<file path="src/rtl/key_sched_seq.sv">
// AES key-expansion word-index sequencer: walks i over the expansion range for
// AES-128/192/256 and streams per-word control (i mod Nk, RotWord/SubWord, Rcon).
module key_sched_seq #(
  parameter int unsigned IDX_W         = 6,
  parameter int unsigned START_AT_ZERO = 0,
  parameter int unsigned RCON_EN       = 1
) (
  input  logic             clk_in,
  input  logic             rst_n_in,
  input  logic             start_in,
  input  logic [1:0]       conf_in,
  input  logic             abort_in,
  input  logic             ready_in,
  output logic             valid_out,
  output logic [IDX_W-1:0] i_out,
  output logic [2:0]       imodk_out,
  output logic             rot_out,
  output logic             sub_out,
  output logic             init_out,
  output logic [7:0]       rcon_out,
  output logic             last_out,
  output logic             busy_out,
  output logic             done_out,
  output logic             err_out
);

  typedef enum logic [1:0] {IDLE, RUN, DONE} state_t;

  state_t           state;
  logic [3:0]       nk_q;
  logic [IDX_W-1:0] last_q;
  logic [7:0]       rcon_q;

  logic [3:0]       b_nk;
  logic [IDX_W-1:0] b_i;
  logic [IDX_W-1:0] b_last;
  logic [2:0]       b_imodk;
  logic [7:0]       b_rcon;
  logic [7:0]       xt;
  logic             b_init;
  logic             b_rot;
  logic             b_sub;
  logic             b_lastf;
  logic             wrap;
  logic             hs;

  // b_* is the beat to present next: the first beat when idle, else the successor.
  always_comb begin
    xt      = {rcon_q[6:0], 1'b0} ^ (rcon_q[7] ? 8'h1b : 8'h00);
    wrap    = (imodk_out == 3'(nk_q - 4'd1));
    hs      = (state == RUN) && valid_out && ready_in;
    b_nk    = nk_q;
    b_last  = last_q;
    b_i     = i_out + IDX_W'(1);
    b_imodk = wrap ? '0 : imodk_out + 3'd1;
    b_rcon  = ((i_out >= IDX_W'(nk_q)) && wrap) ? xt : rcon_q;
    if (state == IDLE) begin
      case (conf_in)
        2'd0:    begin b_nk = 4'd4; b_last = IDX_W'(43); end
        2'd1:    begin b_nk = 4'd6; b_last = IDX_W'(51); end
        default: begin b_nk = 4'd8; b_last = IDX_W'(59); end
      endcase
      b_i     = (START_AT_ZERO != 0) ? '0 : IDX_W'(b_nk);
      b_imodk = '0;
      b_rcon  = 8'h01;
    end
    b_init  = (b_i < IDX_W'(b_nk));
    b_rot   = !b_init && (b_imodk == 3'd0);
    b_sub   = (b_nk == 4'd8) && !b_init && (b_imodk == 3'd4);
    b_lastf = (b_i == b_last);
  end

  always_ff @(posedge clk_in or negedge rst_n_in) begin
    if (!rst_n_in) begin
      state     <= IDLE;
      nk_q      <= '0;
      last_q    <= '0;
      rcon_q    <= 8'h01;
      valid_out <= 1'b0;
      i_out     <= '0;
      imodk_out <= '0;
      rot_out   <= 1'b0;
      sub_out   <= 1'b0;
      init_out  <= 1'b0;
      rcon_out  <= '0;
      last_out  <= 1'b0;
      busy_out  <= 1'b0;
      done_out  <= 1'b0;
      err_out   <= 1'b0;
    end else begin
      done_out <= 1'b0;
      err_out  <= 1'b0;
      if (abort_in) begin
        state     <= IDLE;
        valid_out <= 1'b0;
        busy_out  <= 1'b0;
        i_out     <= '0;
        imodk_out <= '0;
        rot_out   <= 1'b0;
        sub_out   <= 1'b0;
        init_out  <= 1'b0;
        rcon_out  <= '0;
        last_out  <= 1'b0;
      end else begin
        case (state)
          IDLE: begin
            if (start_in && (conf_in != 2'd3)) begin
              state     <= RUN;
              nk_q      <= b_nk;
              last_q    <= b_last;
              valid_out <= 1'b1;
              busy_out  <= 1'b1;
              i_out     <= b_i;
              imodk_out <= b_imodk;
              rcon_q    <= b_rcon;
              rcon_out  <= (RCON_EN != 0) ? b_rcon : '0;
              rot_out   <= b_rot;
              sub_out   <= b_sub;
              init_out  <= b_init;
              last_out  <= b_lastf;
            end else if (start_in) begin
              err_out <= 1'b1;
            end
          end
          RUN: begin
            if (hs && last_out) begin
              state     <= DONE;
              done_out  <= 1'b1;
              valid_out <= 1'b0;
              i_out     <= '0;
              imodk_out <= '0;
              rot_out   <= 1'b0;
              sub_out   <= 1'b0;
              init_out  <= 1'b0;
              rcon_out  <= '0;
              last_out  <= 1'b0;
            end else if (hs) begin
              i_out     <= b_i;
              imodk_out <= b_imodk;
              rcon_q    <= b_rcon;
              rcon_out  <= (RCON_EN != 0) ? b_rcon : '0;
              rot_out   <= b_rot;
              sub_out   <= b_sub;
              init_out  <= b_init;
              last_out  <= b_lastf;
            end
          end
          default: begin
            state    <= IDLE;
            busy_out <= 1'b0;
          end
        endcase
      end
    end
  end

endmodule

</file>
<file path="config.mk">
export PLATFORM = sky130hd
export DESIGN_NAME = key_sched_seq
export DESIGN_NICKNAME = d
export VERILOG_FILES = /design/src/rtl/key_sched_seq.sv
export SDC_FILE = /design/constraint.sdc
export NUM_CORES = 1
export LEC_CHECK = 0
export CAP_MARGIN = 0
export CORE_UTILIZATION = 39
export DETAILED_ROUTE_END_ITERATION = 8
export PLACE_DENSITY = 0.56
export SETUP_SLACK_MARGIN = 0.2
export SYNTH_ARGS = -nofsm -noshare
export SYNTH_HDL_FRONTEND = slang
export SYNTH_SLANG_ARGS = --single-unit
</file>
<file path="constraint.sdc">
create_clock -name clk_in -period 3.71 [get_ports clk_in]
set_clock_uncertainty 0.15 [all_clocks]
set_input_delay 0.742 -clock clk_in [delete_from_list [all_inputs] [get_ports clk_in]]
set_output_delay 0.742 -clock clk_in [all_outputs]
set_load 0.005 [all_outputs]
</file>
### Word-level counts from Yosys, hierarchy flattened

Cells that the tools add are included.

* word-level logic and storage cells: 120
* register bits: 45
* output and inout bits: 25

* mux-type cells: 64
* magnitude comparators: 2
* reductions and logical operators: 20
* eq/ne operators: 14
* add/subtract/negate cells: 3
* bitwise gates (word level): 2

Operators by type and width (number)
* two-way mux 8 bit: 7
* two-way mux 6 bit: 6
* case mux 8 bit (2 select lines): 2
* two-way mux 1 bit: 27
* two-way mux 3 bit: 6
* case mux 1 bit (2 select lines): 6
* case mux 6 bit (2 select lines): 1
* case mux 5 bit (2 select lines): 1
* AND reduction 3 bit: 3
* logical AND 1 bit: 8
* inequality test 2 bit, second input constant: 4
* case mux 4 bit (2 select lines): 1
* bitwise XOR 8 x 5 -> 8 bit: 1
* adder 6 x 1 -> 6 bit, second input constant: 1
* == test 6 bit: 1
* >= comparator 6 x 4 -> 1 bit: 1
* < comparator 6 x 4 -> 1 bit: 1
* two-way mux 2 bit: 3
* inequality test 3 x 2 -> 1 bit, second input constant: 2
* case mux 3 bit (2 select lines): 1
* two-way mux 5 bit: 1
* AND reduction 5 bit: 1
* == test 2 x 1 -> 1 bit, second input constant: 2
* == test 4 bit, second input constant: 1
* other kinds (15): 17

### Logic depth before layout (Yosys ltp)

* depth after elaboration: 11
* mapped depth: 10
* gate-level depth less buffers: 10

### Worst setup path after synthesis

OpenSTA, ideal clock, no wires.

* path type: input to register
* start: input conf_in[1]
* end: register rot_out
* setup slack: 1412 ps
* data required time: 3438 ps
* arrival time: 2027 ps
* cell stages on the path: 9
* library setup time: 122 ps
* cell sequence: buf_6 nor3b_2 a21o_2 ha_1 o311ai_0 nand2_1 nand2_1 o211ai_1 a32o_1

* longest elaborated chain between the ends: 10
* elaborated cells on any way between the ends: 17
* those cells by class: order compare: 1; eq/ne: 3; mux: 8; reduce/logical: 5

Ends and longest elaborated chain
* from (decl): line 11 `input logic [1:0] conf_in,`
* == test 2 x 1 -> 1 bit or logical NOT 2 bit (tied branches): line 58 `case (conf_in)`
* case mux 4 bit (2 select lines): line 58
* two-way mux 6 bit or two-way mux 4 bit (tied branches): line 57 `if (state == IDLE) begin`
* < comparator 6 x 4 -> 1 bit: line 67 `b_init = (b_i < IDX_W'(b_nk));`
* logical NOT 1 bit: line 68 `b_rot = !b_init && (b_imodk == 3'd0);`
* logical AND 1 bit: line 68
* two-way mux 1 bit: line 137 `end else if (hs) begin`
* two-way mux 1 bit: line 126 `if (hs && last_out) begin`
* case mux 1 bit (2 select lines): line 105 `case (state)`
* two-way mux 1 bit: line 93 `if (abort_in) begin`
* to (signal assigned): line 117 `rot_out <= b_rot;`
* to (signal assigned): line 142 `rot_out <= b_rot;`
* to (decl): line 17 `output logic rot_out,`

Parallel ways exist; a longest one is shown, timed or not. The select of a mux whose other input is x is not followed.
A chain may end at the register's enable or synchronous reset.

### Worst setup path in the final report

Ends and elaborated chain as after synthesis.

==> impl_table.tex <==
\begin{tabular}{lr}
\hline
Metric & Value \\
\hline
\multicolumn{2}{l}{\textbf{Status}} \\
Status & complete, no violations \\
\multicolumn{2}{l}{\textbf{Yosys}} \\
Most used DFF post-synth & sky130\_fd\_sc\_hd\_\_dfrtp\_1 \\
Top cell types by occurrence after synthesis & sky130\_fd\_sc\_hd\_\_dfrtp\_1, sky130\_fd\_sc\_hd\_\_nand2\_1, sky130\_fd\_sc\_hd\_\_nor2\_1, sky130\_fd\_sc\_hd\_\_o21ai\_0, sky130\_fd\_sc\_hd\_\_a22o\_1 \\
Most frequent cell after synthesis & sky130\_fd\_sc\_hd\_\_dfrtp\_1 \\
Post-synth top area cell & sky130\_fd\_sc\_hd\_\_dfrtp\_1 \\
Mean post-synth cell area & about 10 µm² \\
Synth Register Bits & 45 \\
Yosys cell types & between 50 and 60 \\
Total standard cell area after synthesis & between 0.002 and 0.0025 mm² \\
Syn Inst Count & roughly 230 \\
Synth async-reset ratio & 100\% \\
Proportion of netlist area held by the largest area contributor & a little under half \\
Syn Nets & 248 \\
Count of flip-flops with a built-in enable after synthesis & 0 \\
Synthesis Warnings & 0 \\
Main area contributors after synthesis & sky130\_fd\_sc\_hd\_\_dfrtp\_1, sky130\_fd\_sc\_hd\_\_ha\_1, sky130\_fd\_sc\_hd\_\_a22o\_1, sky130\_fd\_sc\_hd\_\_nand2\_1, sky130\_fd\_sc\_hd\_\_mux2i\_1 \\
Sequential share of the synthesized area & a little under half \\
\multicolumn{2}{l}{\textbf{CTS}} \\
Post-cts gate resize count & 0 \\
Clock tree buffer depth & 2 \\
Cell at the root of the clock tree & sky130\_fd\_sc\_hd\_\_clkbuf\_8 \\
Clock-pin slew on the worst setup and hold paths & roughly 0.090 ns \\
Deepest level of the CTS H-tree & 2 \\
Number of buffers inserted by hold repair at cts & 0 \\
TritonCTS clock tree & built \\
Sink Count & between 40 and 50 \\
Setup fix buffers added after clock tree synthesis & 0 \\
Skew-Pair Late Insertion Delay & 0.30 ns \\
Clock buffers created by TritonCTS & 5 \\
\multicolumn{2}{l}{\textbf{Cells and area}} \\
Diode count & 0 \\
Non-filler instance count after layout & between 300 and 400 \\
Net count, final & 279 \\
Layout-stage area growth over the synthesis result & 19.9\% \\
Fill count & between 500 and 600 \\
Ratio of cells with drive above 1 in the final layout & between 10 and 15\% \\
Sequential cell area & between 0.001 and 0.0015 mm² \\
Multi-input gate area & about 0.0012 mm² \\
\multicolumn{2}{l}{\textbf{Worst setup path}} \\
Worst-case register-to-register setup slack & roughly 1.2 ns \\
Data arrival time at the worst-slack endpoint & around 2.8 ns \\
Worst setup path endpoint & rot\_out \\
Worst Setup SP & conf\_in[1] \\
Startpoint kind of the worst setup timing path & primary input \\
Startpoint-to-endpoint class of the critical path & primary input to register \\
CP endpoint kind & register \\
Req. time, crit path & 3.76 ns \\
R2R Path Start & i\_out[0] \\
Highest net fanout along the worst path & 9 \\
Cells on worst reg2reg path & 10 \\
R2r endpoint & rot\_out \\
\multicolumn{2}{l}{\textbf{Power and ir drop}} \\
Power per Cell Area & approximately 380 mW/mm² \\
VDD IR max & 0.171 mV \\
Power Total & about 1.1 mW \\
Leakage power summed over all cells & approximately 1.3 nW \\
\multicolumn{2}{l}{\textbf{Global routing}} \\
Global-route wire length before repair & about 9100 µm \\
Number of antenna violations at the first check in global routing & 0 \\
Pin count of the biggest net entering global routing & 46 \\
Aggregate global-route resource usage & a little under a fifth \\
Vias in the first global route & 1765 \\
Grt ovf & 0 \\
\multicolumn{2}{l}{\textbf{Place}} \\
DPL Wire Length & 3770 µm \\
Placed cell count & between 300 and 400 \\
Final Wtd Congestion & 0.810 \\
\# port buffers & 31 \\
\multicolumn{2}{l}{\textbf{Die}} \\
Die width & roughly 80 µm \\
Area of the die & between 0.006 and 0.007 mm² \\
\# rows & 28 \\
DIE HEIGHT & just over 80 µm \\
Placeable core region & a little under 0.006 mm² \\
Initial Utilization & 40.5\% \\
I/O pin count & 32 \\
\multicolumn{2}{l}{\textbf{Timing}} \\
Number of max-slew violations in the final report & 0 \\
Remaining max-slew budget at the tightest pin & roughly a third \\
Period Utilization, post-route & between 70\% and 80\% \\
Count of final hold-check violations & 0 \\
Total Neg Setup Slack & 0 ns \\
Achievable clock frequency & approximately 370 MHz \\
Total setup violations reported at the end of the flow & 0 \\
Time the final worst path needs with I/O delays and setup & around 2.7 ns \\
Actual slew at the worst max-slew pin & 1.00 ns \\
RSZ-0062 raised after global routing & false \\
\multicolumn{2}{l}{\textbf{Route}} \\
Antenna Violating Nets Remaining & 0 \\
Total DRC errors in the routed layout & 0 \\
Overall routed net length & between 5000 and 6000 µm \\
Number of DRC violations after detailed-routing iteration 0 & between 90 and 100 \\
Average routed wire per standard cell & approximately 16 µm \\
Router iterations before antenna repair & 4 \\
Vias after detailed routing & about 1.8k \\
Vias per cell & about 5.2 \\
\multicolumn{2}{l}{\textbf{Run}} \\
MaxCap Viol Count & 0 \\
\multicolumn{2}{l}{\textbf{Worst hold path}} \\
Path type of the worst min-delay path & register to register \\
\hline
\end{tabular}
## metal layers
metal  share of wire [%]  track usage (%)
met5                   0                0
met4                 1.6             6.43
met3                 3.7             3.86
met2                  43             27.1
met1                  51             27.8
## worst max-delay path, stage by stage
cell	delay [ns]
sky130_fd_sc_hd__clkdlybuf4s50_1	0.60
sky130_fd_sc_hd__nor3b_2	0.34
sky130_fd_sc_hd__a21o_2	0.17
sky130_fd_sc_hd__ha_1	0.22
sky130_fd_sc_hd__o311ai_0	0.10
sky130_fd_sc_hd__nand2_1	0.09
sky130_fd_sc_hd__nand2_1	0.08
sky130_fd_sc_hd__o211ai_1	0.14
sky130_fd_sc_hd__a32o_1	0.27
## power breakdown
group	internal (mW)	switching [mW]	leakage [nW]
Sequential	0.514	0.0215	0.592
Combinational	0.0772	0.0978	0.701
Clock	0.202	0.180	0.0543
Total	0.792	0.299	1.35
## cells by family (layout without fill, tap and decap cells)
| kind of cell | count (synthesis) | in the layout | synth area share (%) |
|---|---|---|---|
| flops | 45 | 45 | 47.0 |
| compound gates | 63 | 63 | 19.6 |
| xor+xnor | 15 | 15 | 5.48 |
| buf+inv | 19 | 51 | 4.07 |
| fa+ha+maj | 10 | 10 | 5.22 |
| simple gates | 71 | 71 | 15.3 |
| mux | 8 | 8 | 3.34 |
## worst min path at each step
stage	start	to	slack (ns)	cells past startpoint
after detailed placement	rcon_out[4]	rcon_out[4]	0.32	2
after CTS	rcon_q[0]	rcon_q[0]	0.34	2
after global routing	rcon_out[6]	rcon_out[6]	0.36	2
final	rcon_q[0]	rcon_q[0]	0.33	2
after global placement	rcon_out[4]	rcon_out[4]	0.32	2
after floorplan	rst_n_in	busy_out	0.30	0
## state kept, by name, summed over array words and instances (netlist names), 2 cells and up
register,count
rcon_q,8
i_out,6
last_q,6
nk_q,4
rcon_out,8
state,2
imodk_out,3
## stage by stage
stage          util [%]  hold WS [ns]  instance area (µm²)  setup slack, ns
6_report           48.6         0.332                 2880            0.987
3_3_place_gp       46.6         0.317                 2760            0.726
3_5_place_dp       46.6         0.321                 2760            0.660
4_1_cts            48.6         0.337                 2880            0.992
5_1_grt            48.6         0.363                 2880            0.852
2_1_floorplan         -         0.296                 2400             1.41
## placed cells by master (no fill, tap or decap), drive strengths merged, types with 4 or more instances in the layout
cell type	count
buf	4
clkdlybuf4s50	30
nor2	18
inv	9
a21o	5
nand2b	6
dfrtp	44
nand3	8
ha	10
clkbuf	5
a21oi	11
nor3	7
a22o	12
xor2	9
mux2i	8
xnor2	6
nand2	26
o21ai	17
## area by class of cell
cell class	count	share of cell area, %
flip-flops and latches	45	39.2
inverters	9	1.17
repair buffers	34	11.4
clock buffers	5	2.39
clock inverters	3	1.61
multi-input cells	167	41.0
well taps	75	3.26
Power figures use the tool's default switching activity.
